`config.mk`:
```
export PLATFORM = sky130hd
export DESIGN_NAME = mac_accum_stage
export DESIGN_NICKNAME = d
export VERILOG_FILES = /design/src/rtl/mac_accum_stage.sv
export SDC_FILE = /design/constraint.sdc
export NUM_CORES = 1
export LEC_CHECK = 0
export CORE_UTILIZATION = 25
export DETAILED_ROUTE_END_ITERATION = 16
export PLACE_DENSITY_LB_ADDON = 0.05
export SYNTH_ARGS = -nofsm -noshare
export SYNTH_HDL_FRONTEND = slang
export SYNTH_SLANG_ARGS = --single-unit
```
`constraint.sdc`:
```
create_clock -name clk -period 2.71 [get_ports clk]
set_input_delay 0.542 -clock clk [delete_from_list [all_inputs] [get_ports clk]]
set_output_delay 0.542 -clock clk [all_outputs]
set_load 0.01 [all_outputs]
```
`src/rtl/mac_accum_stage.sv`:
```
// ---------------------------------------------------------------------------------------------
// mac_accum_stage
//
// Sequential back end of the MAC datapath. It sits directly after the 5:2 compressor tree and
// takes the tree's redundant result (a sum vector and an already weight-aligned carry vector).
//
//   Stage 1 (resolve)   : carry-propagate add of in_sum + in_carry, registered together with
//                         in_last into a one-entry term buffer.
//   Stage 2 (accumulate): two-state FSM (StAccum, StHold). It sums the signed products of one
//                         dot product. It holds the finished total on a valid/ready output
//                         until downstream takes it.
//
// Parameters
//   PROD_W  width of in_sum/in_carry and of the resolved two's-complement product
//   ACC_W   accumulator width (must be >= PROD_W)
//   CNT_W   term-counter width
//
// Ports
//   clk        clock, all state updates on the rising edge
//   rst        synchronous active-high reset
//   in_valid   a term is offered on in_sum/in_carry/in_last
//   in_ready   the stage accepts a term this cycle (combinational from out_ready)
//   in_sum     sum vector from the compressor tree
//   in_carry   pre-shifted carry vector, product = in_sum + in_carry
//   in_last    the offered term closes the dot product
//   in_clear   synchronous flush, lower priority than rst
//   out_valid  out_acc/out_count/out_ovf hold a finished result
//   out_ready  downstream accepts the result
//   out_acc    accumulated signed total (wraps mod 2^ACC_W)
//   out_count  number of terms in the total (saturating)
//   out_ovf    signed overflow happened at least once during this total
// ---------------------------------------------------------------------------------------------
module mac_accum_stage #(
    parameter int unsigned PROD_W = 16,
    parameter int unsigned ACC_W  = 32,
    parameter int unsigned CNT_W  = 8
) (
    input  logic              clk,
    input  logic              rst,
    input  logic              in_valid,
    output logic              in_ready,
    input  logic [PROD_W-1:0] in_sum,
    input  logic [PROD_W-1:0] in_carry,
    input  logic              in_last,
    input  logic              in_clear,
    output logic              out_valid,
    input  logic              out_ready,
    output logic [ACC_W-1:0]  out_acc,
    output logic [CNT_W-1:0]  out_count,
    output logic              out_ovf
);

    typedef enum logic [0:0] {
        StAccum,
        StHold
    } state_e;

    // -----------------------------------------------------------------------------------------
    // State
    // -----------------------------------------------------------------------------------------
    state_e            state_q, state_d;

    logic [PROD_W-1:0] p_q, p_d;
    logic              p_last_q, p_last_d;
    logic              p_valid_q, p_valid_d;

    logic [ACC_W-1:0]  acc_q, acc_d;
    logic [CNT_W-1:0]  cnt_q, cnt_d;
    logic              ovf_q, ovf_d;

    // -----------------------------------------------------------------------------------------
    // Datapath
    // -----------------------------------------------------------------------------------------
    logic [PROD_W-1:0] p_resolved;
    logic [ACC_W-1:0]  p_ext;
    logic [ACC_W-1:0]  acc_sum;
    logic              ovf_now;
    logic [CNT_W-1:0]  cnt_inc;
    logic              p_take;
    logic              in_fire;

    // Carry-out beyond PROD_W is dropped: the product is defined mod 2^PROD_W.
    assign p_resolved = in_sum + in_carry;

    // Sign-extend the buffered product to accumulator width.
    assign p_ext      = ACC_W'($signed(p_q));

    assign acc_sum    = acc_q + p_ext;

    // Overflow only when both operands share a sign and the result's sign differs from it.
    assign ovf_now    = (acc_q[ACC_W-1] == p_ext[ACC_W-1]) &&
                        (acc_sum[ACC_W-1] != acc_q[ACC_W-1]);

    // Counter sticks at all-ones instead of wrapping.
    assign cnt_inc    = (cnt_q == {CNT_W{1'b1}}) ? cnt_q : cnt_q + CNT_W'(1);

    // The buffered term leaves stage 1 when stage 2 is accumulating, or when the held result is
    // popped on this same edge.
    assign p_take     = p_valid_q && ((state_q == StAccum) || out_ready);

    // Buffer is free when empty or draining this edge; gives 1 term/cycle with out_ready=1.
    assign in_ready   = !p_valid_q || p_take;
    assign in_fire    = in_valid && in_ready;

    // -----------------------------------------------------------------------------------------
    // Stage 1: term buffer next state
    // -----------------------------------------------------------------------------------------
    always_comb begin
        p_d       = p_q;
        p_last_d  = p_last_q;
        p_valid_d = p_valid_q;

        if (in_fire) begin
            p_d       = p_resolved;
            p_last_d  = in_last;
            p_valid_d = 1'b1;
        end else if (p_take) begin
            p_valid_d = 1'b0;
        end
    end

    // -----------------------------------------------------------------------------------------
    // Stage 2: accumulator FSM next state
    // -----------------------------------------------------------------------------------------
    always_comb begin
        state_d = state_q;
        acc_d   = acc_q;
        cnt_d   = cnt_q;
        ovf_d   = ovf_q;

        unique case (state_q)
            StAccum: begin
                if (p_take) begin
                    acc_d = acc_sum;
                    cnt_d = cnt_inc;
                    ovf_d = ovf_q | ovf_now;
                    if (p_last_q) begin
                        state_d = StHold;
                    end
                end
            end

            StHold: begin
                // Without out_ready everything is frozen and stage 1 back-pressures.
                if (out_ready) begin
                    if (p_take) begin
                        // Pop and start the next total with the buffered term on the same edge.
                        acc_d   = p_ext;
                        cnt_d   = CNT_W'(1);
                        ovf_d   = 1'b0;
                        state_d = p_last_q ? StHold : StAccum;
                    end else begin
                        acc_d   = '0;
                        cnt_d   = '0;
                        ovf_d   = 1'b0;
                        state_d = StAccum;
                    end
                end
            end

            default: begin
                state_d = StAccum;
            end
        endcase
    end

    // -----------------------------------------------------------------------------------------
    // Registers. rst and in_clear both flush; a term offered alongside them is dropped.
    // -----------------------------------------------------------------------------------------
    always_ff @(posedge clk) begin
        if (rst || in_clear) begin
            state_q   <= StAccum;
            p_q       <= '0;
            p_last_q  <= 1'b0;
            p_valid_q <= 1'b0;
            acc_q     <= '0;
            cnt_q     <= '0;
            ovf_q     <= 1'b0;
        end else begin
            state_q   <= state_d;
            p_q       <= p_d;
            p_last_q  <= p_last_d;
            p_valid_q <= p_valid_d;
            acc_q     <= acc_d;
            cnt_q     <= cnt_d;
            ovf_q     <= ovf_d;
        end
    end

    // -----------------------------------------------------------------------------------------
    // Outputs
    // -----------------------------------------------------------------------------------------
    assign out_valid = (state_q == StHold);
    assign out_acc   = acc_q;
    assign out_count = cnt_q;
    assign out_ovf   = ovf_q;

endmodule

```
==> flow_metrics.py <==
metrics = {
    "floorplan": {
        "rows": 49,
        "start_util_pct": 25.7,
        "die_area_mm2": 0.0192,
        "die_w_um": 139,
        "fp.dieH_um": 139,
        "ios": 81,
        "core_area_mm2": 0.0181,
    },
    "detailed_routing": {
        "drtIter0Drc": 208,
        "wl_per_cell_um": 14.8,
        "drt.antenna.violating_nets": 0,
        "wirelength_mm": 15.1,
        "vias": 5042,
        "dr.pass1.iters": 11,
        "drc_errors": 13,
        "viasPerCell": 4.93,
    },
    "place": {
        "gp_congestion": 0.812,
        "hpwl_mm": 11.4,
        "portBuffers": 80,
        "dpl_cell_area_mm2": 0.00643,
        "pre_cts_ws_ns": -0.621,
    },
    "clock_network": {
        "root_buffer": "clkbuf_16",
        "cts_hold_buf": 0,
        "cts_tree": "built",
        "cts_inserted_buffers": 9,
        "path_clk_slew_ns": 0.05,
        "numClockSinks": 60,
        "clk_path_buf_depth": 2,
        "htree_num_levels": 3,
        "worstSkewPairLatency_ns": 0.34,
    },
    "synthesis": {
        "yosys.area_share.adder_pct": 13.4,
        "muxShareOfSynthArea_pct": 0.321,
        "ys_ff_latch": 60,
        "synth-compound-area-share_pct": 30.6,
        "seq_area_frac_synth_pct": 25.7,
        "ys_types": 59,
        "yosysMostFrequentCell": "a21oi_1",
        "ys.flop_type": "dfxtp_1",
        "synth_area_mm2": 0.00467,
        "synth_edf_count": 0,
        "synth-simple-area-share_pct": 20.1,
        "yosysWarningCount": 0,
        "syn-num-nets": 698,
        "synth_top_family_by_area": "compound AO/OA/AOI/OAI gates",
        "synth.area.top_cells": "dfxtp_1 (26%), ha_1 (13%), a21oi_1 (8.4%)",
        "synthXorXnorAreaFrac_pct": 6.56,
        "synth.top_cell.area_share_pct": 25.7,
        "synth_common_cells": "a21oi_1 (78), dfxtp_1 (60), nand2_1 (56)",
        "synthesis.instances": 611,
        "yosys.area.top_type": "dfxtp_1",
        "async_flop_share_pct": 0,
        "synth.avg_cell_area_um2": 7.64,
    },
    "setup_path": {
        "endpoint": "out_ovf",
        "end_kind": "register",
        "cp.arrival_ns": 2.93,
        "startpoint_type": "register",
        "rrSetupSlack_ns": 0.04,
        "crit_fanout": 6,
        "r2r_start": "p_q[15]",
        "setup.worst_path.start": "p_q[15]",
        "cp.required_ns": 2.97,
        "rr_worst_depth": 9,
        "crit_type": "register to register",
        "rr_endpoint": "out_ovf",
    },
    "sta": {
        "relSlewSlack_pct": 34.9,
        "setup_violations": 0,
        "slew_viol_final": 0,
        "finalClockSkew_ns": 0.00442,
        "max_freq_ghz": 0.374,
        "rsz0062_at_grt": "true",
        "setup_ws_ns": 0.0363,
        "fin_crit_sh_pct": 98.7,
        "hold_slack_ns": 0.475,
        "finalHoldViolCount": 0,
        "worst_pin_slew_ns": 0.976,
        "period_needed_ns": 2.67,
    },
    "global_routing": {
        "grt_max_degree": 32,
        "grt_pass1_wl_mm": 24.9,
        "grt_pass1_vias": 4981,
        "grt_overflow": 0,
        "track_usage_pct": 16.3,
        "grt_antenna_before_repair": 0,
    },
    "finish": {
        "layout.nets": 875,
        "nFillCells": 1865,
        "layout-drive-gt1-share_pct": 23.3,
        "area_growth_pct": 52.3,
        "insertedDiodeCount": 0,
        "stdcell_area_mm2": 0.00711,
    },
    "worst_hold_path": {
        "hp-class": "register to register",
    },
    "pwr": {
        "p_per_area_mw_per_mm2": 393,
        "peakVddDrop_mv": 0.216,
        "finalPower_uw": 2790,
        "p_leak_uw": 0.00302,
    },
    "run_status": {
        "status": "complete, but fails checks",
        "violations": "design-rule violations",
    },
    "run": {
        "max-cap-violations": 0,
    },
}
## flip-flops by register name, summed over array words and instances (netlist names)
register   flops
out_acc       32
p_q           16
out_count      8
out_ovf        1
out_valid      1
p_last_q       1
p_valid_q      1
## layer usage
metal | vias up | global-route usage (%) | wire length, um | part of all wire, %
li1 | 2598 | - | - | -
met1 | 2339 | 20.3 | 7090 | 47
met2 | 95 | 27.7 | 7240 | 48
met3 | 10 | 3.80 | 617 | 4.1
met4 | 0 | 5.15 | 172 | 1.1
met5 | - | 0 | 0 | 0
## metrics by stage
stage / util [%] / cells / setup TNS, ns
after global routing: 39.2 / 1022 / -0.307
after detailed placement: 35.4 / 997 / -5.26
after CTS: 38.3 / 1019 / -0.0478
after global placement: 35.4 / 997 / -4.83
final: 39.2 / 1022 / 0
after floorplan: - / 611 / 0
## layout by cell type (no fill, tap or decap), types with 15 or more instances in the layout
master	synthesis	final
buf_4	0	109
a21oi_1	78	74
clkdlybuf4s50_1	0	71
nand2_1	56	56
dfxtp_1	60	55
nor2_1	52	50
o21ai_0	41	40
ha_1	47	36
nand3_1	20	19
xnor2_1	19	18
xor2_1	16	16
inv_1	16	15
a21o_1	15	15
## critical path: stages (launching register included)
cell     delay, ns
dfxtp_4       0.38
buf_4         0.17
ha_1          0.19
a21o_1        0.21
or2_1         0.25
a31o_1        0.24
o31a_1        0.30
a221o_1       0.36
mux2_4        0.33
o31ai_4       0.15
## cell type report
class	instances	area (um^2)	area share, %
Inverter	16	60.1	0.844
Multi-Input combinational cell	510	3600	50.6
Tap cell	229	287	4.03
Clock buffer	12	246	3.47
Sequential cell	60	1210	17.0
Timing Repair Buffer	191	1640	23.0
Clock inverter	4	72.6	1.02
## cell families after synthesis
logic type	after synthesis
compound gates	226
simple gates	199
flops	60
fa+ha+maj	49
buf+inv	41
xor+xnor	35
mux	1
## timing repair
| action | 4_1_cts | 5_1_grt |
|---|---|---|
| hold endpoints to repair | 0 | 0 |
| buffers inserted | 7 | 3 |
| gates cloned | 0 | 0 |
| pin swaps | 31 | 29 |
| setup endpoints to repair | 16 | 12 |
| gates resized for setup | 41 | 27 |
## worst min-delay path by stage
stage | startpoint | end | slack (ns) | cells after the start
floorplan | p_last_q | p_last_q | 0.44 | 2
global placement | p_last_q | p_last_q | 0.47 | 2
detailed placement | p_last_q | p_last_q | 0.47 | 2
CTS | p_last_q | p_last_q | 0.48 | 2
global route | p_last_q | p_last_q | 0.49 | 2
finish | p_last_q | p_last_q | 0.48 | 2
## power by group
| group | leakage, uW | total (uW) | internal (uW) | switching (uW) |
|---|---|---|---|---|
| clock network | 0.000153 | 1270 | 829 | 439 |
| registers | 0.000489 | 928 | 907 | 21.5 |
| logic | 0.00238 | 597 | 307 | 290 |
| total | 0.00302 | 2790 | 2040 | 751 |
No activity file was read; power rests on OpenSTA's default activity.
